## src/rtl/isa_fetch_fill_if.sv

```systemverilog
// Fetch-side and DDR-burst-side signal bundle for the instruction line buffer.
// The block drives through the slave modport; the decoder/DDR environment uses master.
interface isa_fetch_fill_if #(
    parameter int ISA_WIDTH      = 30,
    parameter int DDR_ADDR_WIDTH = 28,
    parameter int LEN_WIDTH      = 10
) ();
    logic                      init_calib_complete;
    logic                      fetch_req;
    logic [DDR_ADDR_WIDTH-1:0] fetch_addr;
    logic                      flush;
    logic [ISA_WIDTH-1:0]      ins_out;
    logic                      ins_valid;
    logic                      stall;
    logic                      ins_read_req;
    logic [DDR_ADDR_WIDTH-1:0] ins_read_addr;
    logic [LEN_WIDTH-1:0]      ins_read_len;
    logic [ISA_WIDTH-1:0]      ins_to_cache;
    logic                      rd_burst_data_valid;
    logic                      line_valid;

    modport slave (
        input  init_calib_complete, fetch_req, fetch_addr, flush,
               ins_to_cache, rd_burst_data_valid,
        output ins_out, ins_valid, stall, ins_read_req, ins_read_addr,
               ins_read_len, line_valid
    );

    modport master (
        output init_calib_complete, fetch_req, fetch_addr, flush,
               ins_to_cache, rd_burst_data_valid,
        input  ins_out, ins_valid, stall, ins_read_req, ins_read_addr,
               ins_read_len, line_valid
    );
endinterface

```

## src/rtl/isa_fetch_fill.sv

```systemverilog
// Single-line instruction buffer: serves hits from local RAM in one cycle and
// refills the whole line with one DDR burst on a miss, then delivers the missed word.
module isa_fetch_fill #(
    parameter int ISA_WIDTH      = 30,
    parameter int DDR_ADDR_WIDTH = 28,
    parameter int ISA_DEPTH      = 72,
    parameter int OFS_WIDTH      = 7,
    parameter int LEN_WIDTH      = 10
) (
    input  logic             clk,
    input  logic             rst,
    isa_fetch_fill_if.slave  bus
);
    typedef enum logic [2:0] {
        IDLE     = 3'd0,
        WAIT_CAL = 3'd1,
        REQ      = 3'd2,
        FILL     = 3'd3,
        SERVE    = 3'd4
    } state_t;

    localparam logic [DDR_ADDR_WIDTH-1:0] DEPTH_A   = DDR_ADDR_WIDTH'(ISA_DEPTH);
    localparam logic [OFS_WIDTH-1:0]      LAST_OFS  = OFS_WIDTH'(ISA_DEPTH - 1);

    state_t                    state_r;
    logic [DDR_ADDR_WIDTH-1:0] base_r;
    logic [DDR_ADDR_WIDTH-1:0] req_addr_r;
    logic [OFS_WIDTH-1:0]      fill_cnt_r;
    logic                      flush_pend_r;
    logic                      line_valid_r;
    logic [ISA_WIDTH-1:0]      ins_out_r;
    logic                      ins_valid_r;
    logic                      stall_r;
    logic                      read_req_r;
    logic [DDR_ADDR_WIDTH-1:0] read_addr_r;

    logic [ISA_WIDTH-1:0]      ram [ISA_DEPTH];

    logic [DDR_ADDR_WIDTH-1:0] diff_s;
    logic [DDR_ADDR_WIDTH-1:0] serve_diff_s;
    logic [OFS_WIDTH-1:0]      ofs_s;
    logic [OFS_WIDTH-1:0]      serve_ofs_s;
    logic                      hit_s;
    logic                      ram_we_s;
    logic [OFS_WIDTH-1:0]      ram_waddr_s;

    // Hit test; addresses below base wrap to huge differences and always miss.
    always_comb begin
        diff_s       = bus.fetch_addr - base_r;
        serve_diff_s = req_addr_r - base_r;
        ofs_s        = diff_s[OFS_WIDTH-1:0];
        serve_ofs_s  = serve_diff_s[OFS_WIDTH-1:0];
        hit_s        = line_valid_r && (bus.fetch_addr >= base_r) && (diff_s < DEPTH_A);
    end

    // RAM write port: the first beat lands while in REQ, the rest while in FILL.
    always_comb begin
        ram_we_s    = 1'b0;
        ram_waddr_s = '0;
        case (state_r)
            REQ: begin
                if (bus.rd_burst_data_valid) begin
                    ram_we_s    = 1'b1;
                    ram_waddr_s = '0;
                end else begin
                    ram_we_s    = 1'b0;
                end
            end
            FILL: begin
                if (bus.rd_burst_data_valid && (fill_cnt_r <= LAST_OFS)) begin
                    ram_we_s    = 1'b1;
                    ram_waddr_s = fill_cnt_r;
                end else begin
                    ram_we_s    = 1'b0;
                end
            end
            default: ram_we_s = 1'b0;
        endcase
    end

    // Line storage, deliberately without reset.
    always_ff @(posedge clk) begin
        if (ram_we_s) begin
            ram[ram_waddr_s] <= bus.ins_to_cache;
        end
    end

    // Control FSM with registered outputs.
    always_ff @(posedge clk or posedge rst) begin
        if (rst) begin
            state_r      <= IDLE;
            base_r       <= '0;
            req_addr_r   <= '0;
            fill_cnt_r   <= '0;
            flush_pend_r <= 1'b0;
            line_valid_r <= 1'b0;
            ins_out_r    <= '0;
            ins_valid_r  <= 1'b0;
            stall_r      <= 1'b0;
            read_req_r   <= 1'b0;
            read_addr_r  <= '0;
        end else begin
            ins_valid_r <= 1'b0;
            case (state_r)
                IDLE: begin
                    if (bus.flush) begin
                        line_valid_r <= 1'b0;
                    end
                    if (bus.fetch_req && hit_s) begin
                        ins_out_r   <= ram[ofs_s];
                        ins_valid_r <= 1'b1;
                    end else if (bus.fetch_req) begin
                        req_addr_r <= bus.fetch_addr;
                        stall_r    <= 1'b1;
                        state_r    <= WAIT_CAL;
                    end
                end
                WAIT_CAL: begin
                    if (bus.flush) begin
                        flush_pend_r <= 1'b1;
                    end
                    if (bus.init_calib_complete) begin
                        read_req_r  <= 1'b1;
                        read_addr_r <= req_addr_r;
                        state_r     <= REQ;
                    end
                end
                REQ: begin
                    if (bus.flush) begin
                        flush_pend_r <= 1'b1;
                    end
                    if (bus.rd_burst_data_valid) begin
                        read_req_r <= 1'b0;
                        fill_cnt_r <= OFS_WIDTH'(1);
                        state_r    <= FILL;
                    end
                end
                FILL: begin
                    if (bus.flush) begin
                        flush_pend_r <= 1'b1;
                    end
                    if (bus.rd_burst_data_valid && (fill_cnt_r == LAST_OFS)) begin
                        base_r       <= req_addr_r;
                        line_valid_r <= !(flush_pend_r || bus.flush);
                        flush_pend_r <= 1'b0;
                        fill_cnt_r   <= '0;
                        state_r      <= SERVE;
                    end else if (bus.rd_burst_data_valid) begin
                        fill_cnt_r <= fill_cnt_r + OFS_WIDTH'(1);
                    end
                end
                SERVE: begin
                    if (bus.flush) begin
                        line_valid_r <= 1'b0;
                    end
                    ins_out_r   <= ram[serve_ofs_s];
                    ins_valid_r <= 1'b1;
                    stall_r     <= 1'b0;
                    state_r     <= IDLE;
                end
                default: begin
                    state_r    <= IDLE;
                    stall_r    <= 1'b0;
                    read_req_r <= 1'b0;
                end
            endcase
        end
    end

    assign bus.ins_out       = ins_out_r;
    assign bus.ins_valid     = ins_valid_r;
    assign bus.stall         = stall_r;
    assign bus.ins_read_req  = read_req_r;
    assign bus.ins_read_addr = read_addr_r;
    assign bus.ins_read_len  = LEN_WIDTH'(ISA_DEPTH);
    assign bus.line_valid    = line_valid_r;
endmodule

```

## src/flat_wrapper.sv

```systemverilog
// flat-port wrapper written by rule: the top's interface ports become plain ports
module isa_fetch_fill_flat 
#(
    parameter int ISA_WIDTH      = 30,
    parameter int DDR_ADDR_WIDTH = 28,
    parameter int ISA_DEPTH      = 72,
    parameter int OFS_WIDTH      = 7,
    parameter int LEN_WIDTH      = 10
)
  (clk, rst, bus_init_calib_complete, bus_fetch_req, bus_fetch_addr, bus_flush, bus_ins_to_cache, bus_rd_burst_data_valid, bus_ins_out, bus_ins_valid, bus_stall, bus_ins_read_req, bus_ins_read_addr, bus_ins_read_len, bus_line_valid);
  isa_fetch_fill_if #(.ISA_WIDTH(ISA_WIDTH), .DDR_ADDR_WIDTH(DDR_ADDR_WIDTH), .LEN_WIDTH(LEN_WIDTH)) bus_i ();
  input  logic clk;
  input  logic rst;
  input wire logic [$bits(bus_i.init_calib_complete)-1:0] bus_init_calib_complete;
  input wire logic [$bits(bus_i.fetch_req)-1:0] bus_fetch_req;
  input wire logic [$bits(bus_i.fetch_addr)-1:0] bus_fetch_addr;
  input wire logic [$bits(bus_i.flush)-1:0] bus_flush;
  input wire logic [$bits(bus_i.ins_to_cache)-1:0] bus_ins_to_cache;
  input wire logic [$bits(bus_i.rd_burst_data_valid)-1:0] bus_rd_burst_data_valid;
  output wire logic [$bits(bus_i.ins_out)-1:0] bus_ins_out;
  output wire logic [$bits(bus_i.ins_valid)-1:0] bus_ins_valid;
  output wire logic [$bits(bus_i.stall)-1:0] bus_stall;
  output wire logic [$bits(bus_i.ins_read_req)-1:0] bus_ins_read_req;
  output wire logic [$bits(bus_i.ins_read_addr)-1:0] bus_ins_read_addr;
  output wire logic [$bits(bus_i.ins_read_len)-1:0] bus_ins_read_len;
  output wire logic [$bits(bus_i.line_valid)-1:0] bus_line_valid;
  assign bus_i.init_calib_complete = bus_init_calib_complete;
  assign bus_i.fetch_req = bus_fetch_req;
  assign bus_i.fetch_addr = bus_fetch_addr;
  assign bus_i.flush = bus_flush;
  assign bus_i.ins_to_cache = bus_ins_to_cache;
  assign bus_i.rd_burst_data_valid = bus_rd_burst_data_valid;
  assign bus_ins_out = bus_i.ins_out;
  assign bus_ins_valid = bus_i.ins_valid;
  assign bus_stall = bus_i.stall;
  assign bus_ins_read_req = bus_i.ins_read_req;
  assign bus_ins_read_addr = bus_i.ins_read_addr;
  assign bus_ins_read_len = bus_i.ins_read_len;
  assign bus_line_valid = bus_i.line_valid;
  isa_fetch_fill #(.ISA_WIDTH(ISA_WIDTH), .DDR_ADDR_WIDTH(DDR_ADDR_WIDTH), .ISA_DEPTH(ISA_DEPTH), .OFS_WIDTH(OFS_WIDTH), .LEN_WIDTH(LEN_WIDTH)) u_core (.clk(clk), .rst(rst), .bus(bus_i));
endmodule
```

## config.mk

```make
export PLATFORM = sky130hd
export DESIGN_NAME = isa_fetch_fill_flat
export DESIGN_NICKNAME = d
export VERILOG_FILES = /design/src/rtl/isa_fetch_fill_if.sv /design/src/rtl/isa_fetch_fill.sv /design/src/flat_wrapper.sv
export SDC_FILE = /design/constraint.sdc
export NUM_CORES = 2
export LEC_CHECK = 0
export CELL_PAD_IN_SITES_DETAIL_PLACEMENT = 1
export CELL_PAD_IN_SITES_GLOBAL_PLACEMENT = 2
export CORE_MARGIN = 2
export CORE_UTILIZATION = 45
export DETAILED_ROUTE_END_ITERATION = 10
export PLACE_DENSITY_LB_ADDON = 0.1
export SYNTH_ARGS = -nofsm -noshare
export SYNTH_HDL_FRONTEND = slang
export SYNTH_SLANG_ARGS = --single-unit
```

## constraint.sdc

```tcl
create_clock -name clk -period 3.6 [get_ports clk]
set_input_delay 0.36 -clock clk [delete_from_list [all_inputs] [get_ports clk]]
set_output_delay 0.36 -clock clk [all_outputs]
set_load 0.01 [all_outputs]
```

# == Yosys cells after proc, flatten, opt, wreduce, memory -nomap -nowiden ==
# Memory sizes are Yosys's and may differ from the RTL's.
# Cells that the tools add are included.
# classes
mux,33
shifts,0
div_mod_pow,0
bitwise_logic,3
n_lt_le_gt_ge,3
eq_ne,13
n_mul,0
reduce_logical,25
addsub,3
# ops
cell,count
case mux 30 bit (2 select lines),1
2-to-1 mux 7 bit,5
2-to-1 mux 30 bit,1
greater-or-equal comparator 28 bit,1
< comparator 28 x 7 -> 1 bit (second input constant),1
subtractor 28 bit,1
2-to-1 mux 3 bit,5
AND reduction 3 bit,5
case mux 7 bit (2 select lines),1
2-to-1 mux 1 bit,13
case mux 3 bit (4 select lines),1
case mux 1 bit (2 select lines),5
inequality test 2 bit (second input constant),4
nonzero test 2 bit,4
adder 7 x 1 -> 7 bit (second input constant),1
== test 7 bit (second input constant),1
<= comparator 7 bit (second input constant),1
subtractor 7 bit,1
== test 3 x 2 -> 1 bit (second input constant),2
inequality test 2 x 1 -> 1 bit (second input constant),3
AND reduction 2 bit,3
OR reduction 3 bit,2
logical AND 1 bit,5
AND reduction 5 bit,1
9 further kinds,12
# word_totals
inputBits,64
regBits,129
ramBits,2160
wordCells,92
out_inout_bits,72
latch_bits,0
romBits,0
memories,1
# mem_list
memory,words,word_bits,read_ports,rd_ports_with_merged_regs,write_ports,line_no,rtl
u_core.ram,72,30,2,0,1,isa_fetch_fill.sv:37,logic [ISA_WIDTH-1:0] ram [ISA_DEPTH];

# == Logic depth before layout (Yosys ltp) ==
# depth
ltp_word,6
mapped_depth,14
mapped_depth_nobuf,13

# == Least setup slack after synthesis ==
# Ideal clock, no wire load.
# synth_path
kind,input-to-reg
start,input port bus_fetch_addr[0]
end,register u_core.req_addr_r[1]
slack_ns,-0.279
t_arrival_ns,3.752
path_buffers,1
t_required_ns,3.472
path_stages,13
setup_ns,0.128
path_cell_list,inv_1 > ha_1 > fa_1 > nand2b_1 > a211oi_1 > nand2_1 > a2111oi_2 > a21oi_1 > nor4b_4 > nand4_2 > o311ai_4 > buf_6 > mux2_1
# synth_via
elab_chain_cells,6
word_cells_on_any_way,8
# synth_rtl
element,line_no,rtl
start: declaration,flat_wrapper.sv:16,input wire logic [$bits(bus_i.fetch_addr)-1:0] bus_fetch_addr;
subtractor 28 bit / greater-or-equal comparator 28 bit (equally long branches),"isa_fetch_fill.sv:49, isa_fetch_fill.sv:53",
< comparator 28 x 7 -> 1 bit / logical AND 1 bit (equally long branches),isa_fetch_fill.sv:53,hit_s = line_valid_r && (bus.fetch_addr >= base_r) && (diff_s < DEPTH_A);
logical AND 1 bit *,isa_fetch_fill.sv:53,
logical AND 1 bit *,isa_fetch_fill.sv:109,if (bus.fetch_req && hit_s) begin
inverter 1 bit (no line) *,n/a,
AND reduction 3 bit (no line) *,n/a,
end signal: assignment,isa_fetch_fill.sv:113,req_addr_r <= bus.fetch_addr;
end: declaration,isa_fetch_fill.sv:27,logic [DDR_ADDR_WIDTH-1:0] req_addr_r;
# Mark *: on every way between the ends. The rest lies on a longest branch, timed or not.
# A chain may end at the register's enable or synchronous reset.

# == Worst setup path in the final report ==
# layout_path
start,register u_core.base_r[0]
end,register u_core.ins_out_r[18] (netlist: u_core.bus.ins_out[18])
# layout_via
elab_chain_cells,6
word_cells_on_any_way,12
# layout_rtl
element,line_no,rtl
start: declaration,isa_fetch_fill.sv:26,logic [DDR_ADDR_WIDTH-1:0] base_r;
start signal: assignment,isa_fetch_fill.sv:143,base_r <= req_addr_r;
subtractor 28 bit / greater-or-equal comparator 28 bit (equally long branches),"isa_fetch_fill.sv:49, isa_fetch_fill.sv:53",
< comparator 28 x 7 -> 1 bit / logical AND 1 bit (equally long branches),isa_fetch_fill.sv:53,
logical AND 1 bit,isa_fetch_fill.sv:53,
logical AND 1 bit,isa_fetch_fill.sv:109,
inequality test 2 x 1 -> 1 bit (no line),n/a,
AND reduction 2 bit (no line),n/a,
end signal: assignment,isa_fetch_fill.sv:110,ins_out_r <= ram[ofs_s];
end signal: assignment,isa_fetch_fill.sv:156,ins_out_r <= ram[serve_ofs_s];
end: declaration,isa_fetch_fill.sv:31,logic [ISA_WIDTH-1:0] ins_out_r;
# Parallel ways exist; a longest one is shown, timed or not. The select of a mux whose other input is x is not followed.

==> reports/qor.csv <==
metric,value,unit
r2r setup slk,-0.37,ns
Core Region,238100,um^2
CTS Buffer Depth,3,
VDD IR max,0.6206,mV
fin area,131700,um^2
clk slew on worst S/H paths,0.06,ns
final setup violation count,58,
Max Freq,0.2516,GHz
Clock Sink Count,2289,
most frequent cells in the layout,"edfxtp_1 (2160), mux4_2 (1260), buf_4 (585)",
MaxCap Viol Count,0,
vias in the first global route,66664,
Rows,179,
Mapped Area,107900,um^2
R2R cell count,14,
initial antenna violation count,25,
period utilisation layout,110.4,%
"Cell Area, Placed",121200,um^2
Worst Path Required,4.34,ns
family with the most delay on the worst path,multiplexers,
Critical Path Fanout Max,19,
worst skew pair latency,0.92,ns
TritonCTS clock tree,built,
Die Height,493.6,um
estimated wirelength of the detail-placed design,235.3,mm
max_slew headroom,6.480,%
vias per std cell,6.792,
"flops & latches, synth",2289,
leakage,43.84,nW
CP Data Arrival Time,4.71,ns
fill count,20477,
Worst Setup Start Kind,flip-flop,
layout cells sized above 1,44.36,%
first-pass GRT wire length,526.7,mm
Mapped Avg Cell Area,20.47,um^2
RSZ-0062 raised after global routing,true,
Final Max Tran Viols,0,
area grow syn2layout,22.11,%
Syn. warnings,0,
GRT Overall Usage,30.81,%
H-Tree Depth,4,
Util after Layout,55.33,%
Design Power,95.27,mW
Post-synth EDFFs,2160,
TritonRoute pass-1 iters,5,
Worst Tran Pin Value,1.403,ns
PortBufs,125,
status,"finished, violations left",
Synth cell types,79,
Hold WC Path Type,in2reg,
clk root buf,clkbuf_16,
RePlAce Congestion,0.8372,
final net count,6237,
cell at the slowest stage of the critical path,fa_4,
CTS Buf Count,241,
cell area power density,723.3,nW/um^2
"leading cell type in the layout, fill and taps excluded",edfxtp_1,
drt drc,0,
WS Path Type,reg2reg,
initial detailed-routing violation count,8148,
Routed WL per cell,39.54,um
Final Hold Viols,0,
violated checks,setup timing,
Final Skew,0.05342,ns
Synth Instances,5269,
sequential area share after synthesis,63.13,%
Die X,493.6,um
stages on the worst setup path,14,
critical path cell sequence,buf_6 > ha_4 > inv_2 > fa_4 > buf_12 > buf_16 > buf_16 > mux4_2 > mux4_2 > mux2i_2 > buf_4 > mux2i_1 > o211ai_1 > nand3_1,
Tmin final,3.974,ns
I/O pin cnt,136,
WHS Path Cells,1,
Synth Flop Type,edfxtp_1,
final setup margin,-0.3742,ns
total gr overflow,0,
CP endpoint kind,flip-flop,
Initial Utilization,45.31,%
Worst path max stage delay,0.76,ns
"wirelength, routed",376.6,mm
Routed Antenna Nets,0,
vias after detailed routing,64696,
die area,243600,um^2
pin count of the biggest net entering global routing,73,
Buf/Inv on CP,6,
Post-synth ARST share,5.636,%
-- layer usage --
| metal | global-route usage, % | up-vias | wire length (um) | part of all wire, % |
|---|---|---|---|---|
| li1 | - | 24776 | - | - |
| met1 | 42.64 | 35459 | 148700 | 39 |
| met2 | 49.33 | 3828 | 181100 | 48 |
| met3 | 6.502 | 627 | 34380 | 9.1 |
| met4 | 9.500 | 6 | 12400 | 3.3 |
| met5 | 0 | - | 31 | 0.0082 |
-- state kept, by name (all words and copies together) (netlist names) --
register	cells
u_core.ram	2160
u_core.bus.ins_valid	1
u_core.flush_pend_r	1
u_core.bus.stall	1
u_core.base_r	28
u_core.fill_cnt_r	7
u_core.bus.ins_read_req	1
u_core.state_r	3
u_core.bus.ins_out	30
u_core.bus.ins_read_addr	28
u_core.req_addr_r	28
u_core.bus.line_valid	1
-- kinds of logic (layout without fill, tap and decap cells) --
group,count (synthesis),in the layout,share of synthesized area [%]
DFF,2289,2289,63.13
xor gates and xnor gates,17,17,0.1450
adders and majority gates,37,37,0.4431
and+or+nand+nor,426,426,1.827
AOI/OAI and AO/OA,342,342,2.341
muxes,1682,1682,30.35
buffers and inverters,474,1547,1.756
other,2,18,0.006963
-- final cells by class --
| class | instances | area, um^2 | share of cell area, % |
|---|---|---|---|
| Timing Repair Buffer | 1042 | 12190 | 9.254 |
| Clock inverter | 142 | 1533 | 1.164 |
| Inverter | 48 | 183.9 | 0.1396 |
| Sequential cell | 2289 | 68090 | 51.70 |
| Antenna cell | 8 | 20.02 | 0.01520 |
| Tap cell | 3167 | 3963 | 3.008 |
| Clock buffer | 315 | 6400 | 4.859 |
| Multi-Input combinational cell | 2514 | 39340 | 29.86 |
-- power breakdown --
part           internal (mW)  switching [mW]
clock network           14.4            10.7
logic                   19.3            19.7
registers               30.4           0.686
total                   64.1            31.1
-- per-stage QoR --
| step | cells | setup slack (ns) | setup TNS, ns | hold WS, ns |
|---|---|---|---|---|
| 6_report | 9525 | -0.3742 | -11.01 | 0.03294 |
| 5_1_grt | 9523 | -0.4287 | -18.68 | 0.02289 |
| 4_1_cts | 9489 | -0.3855 | -13.58 | 0.01246 |
| 3_5_place_dp | 8958 | -0.9967 | -48.97 | 0.4915 |
| 3_3_place_gp | 8958 | -0.9952 | -48.78 | 0.4774 |
| 2_1_floorplan | 5277 | -0.1270 | -56.20 | 0.4467 |
-- worst paths after layout --
path	from	endpoint
setup reg to reg	u_core.base_r[0]$_DFFE_PP0P_	u_core.bus.ins_out[18]$_DFFE_PP0P_
setup / recovery	u_core.base_r[0]$_DFFE_PP0P_	u_core.bus.ins_out[18]$_DFFE_PP0P_
hold reg to reg	u_core.req_addr_r[12]$_DFFE_PP0P_	u_core.base_r[12]$_DFFE_PP0P_
max in group asynchronous	rst	u_core.bus.ins_read_addr[16]$_DFFE_PP0P_
hold / removal	bus_ins_to_cache[0]	u_core.ram[29][0]$_DFFE_PP_
min in group asynchronous	rst	u_core.base_r[5]$_DFFE_PP0P_
-- cells in the mapped netlist (all sizes together), types with 28 or more instances --
cell type	instances	area share, %
edfxtp	2160	60
buf	167	0.69
a21oi	49	0.23
nand2	159	0.56
ha	35	0.41
a32o	30	0.28
a31oi	28	0.16
nand3	31	0.14
mux4	1260	26
nand4	43	0.26
inv	48	0.17
o21ai	61	0.29
a311oi	31	0.25
mux2	57	0.66
mux2i	365	3.4
clkbuf	259	0.90
nor2	129	0.45
dfrtp	129	3.0
-- timing repair --
| action | CTS | global route |
|---|---|---|
| gates cloned | 27 | 5 |
| hold buffers | 5 | 0 |
| endpoints found under the hold margin | 93 | 0 |
| buffers inserted | 42 | 33 |
| endpoints found under the setup margin | 61 | 61 |
| resized for setup | 167 | 77 |
| pin swaps | 29 | 35 |
-- worst register-to-register path: cells and delay by family (launching register included) --
kind	cells	cell delay, ns
adders and majority gates	2	0.88
buffers and inverters	6	0.95
AOI/OAI and AO/OA	1	0.30
and+or+nand+nor	1	0.11
muxes	4	1.19
DFF	1	0.40
Note: power is estimated with default switching activity, not from simulation.
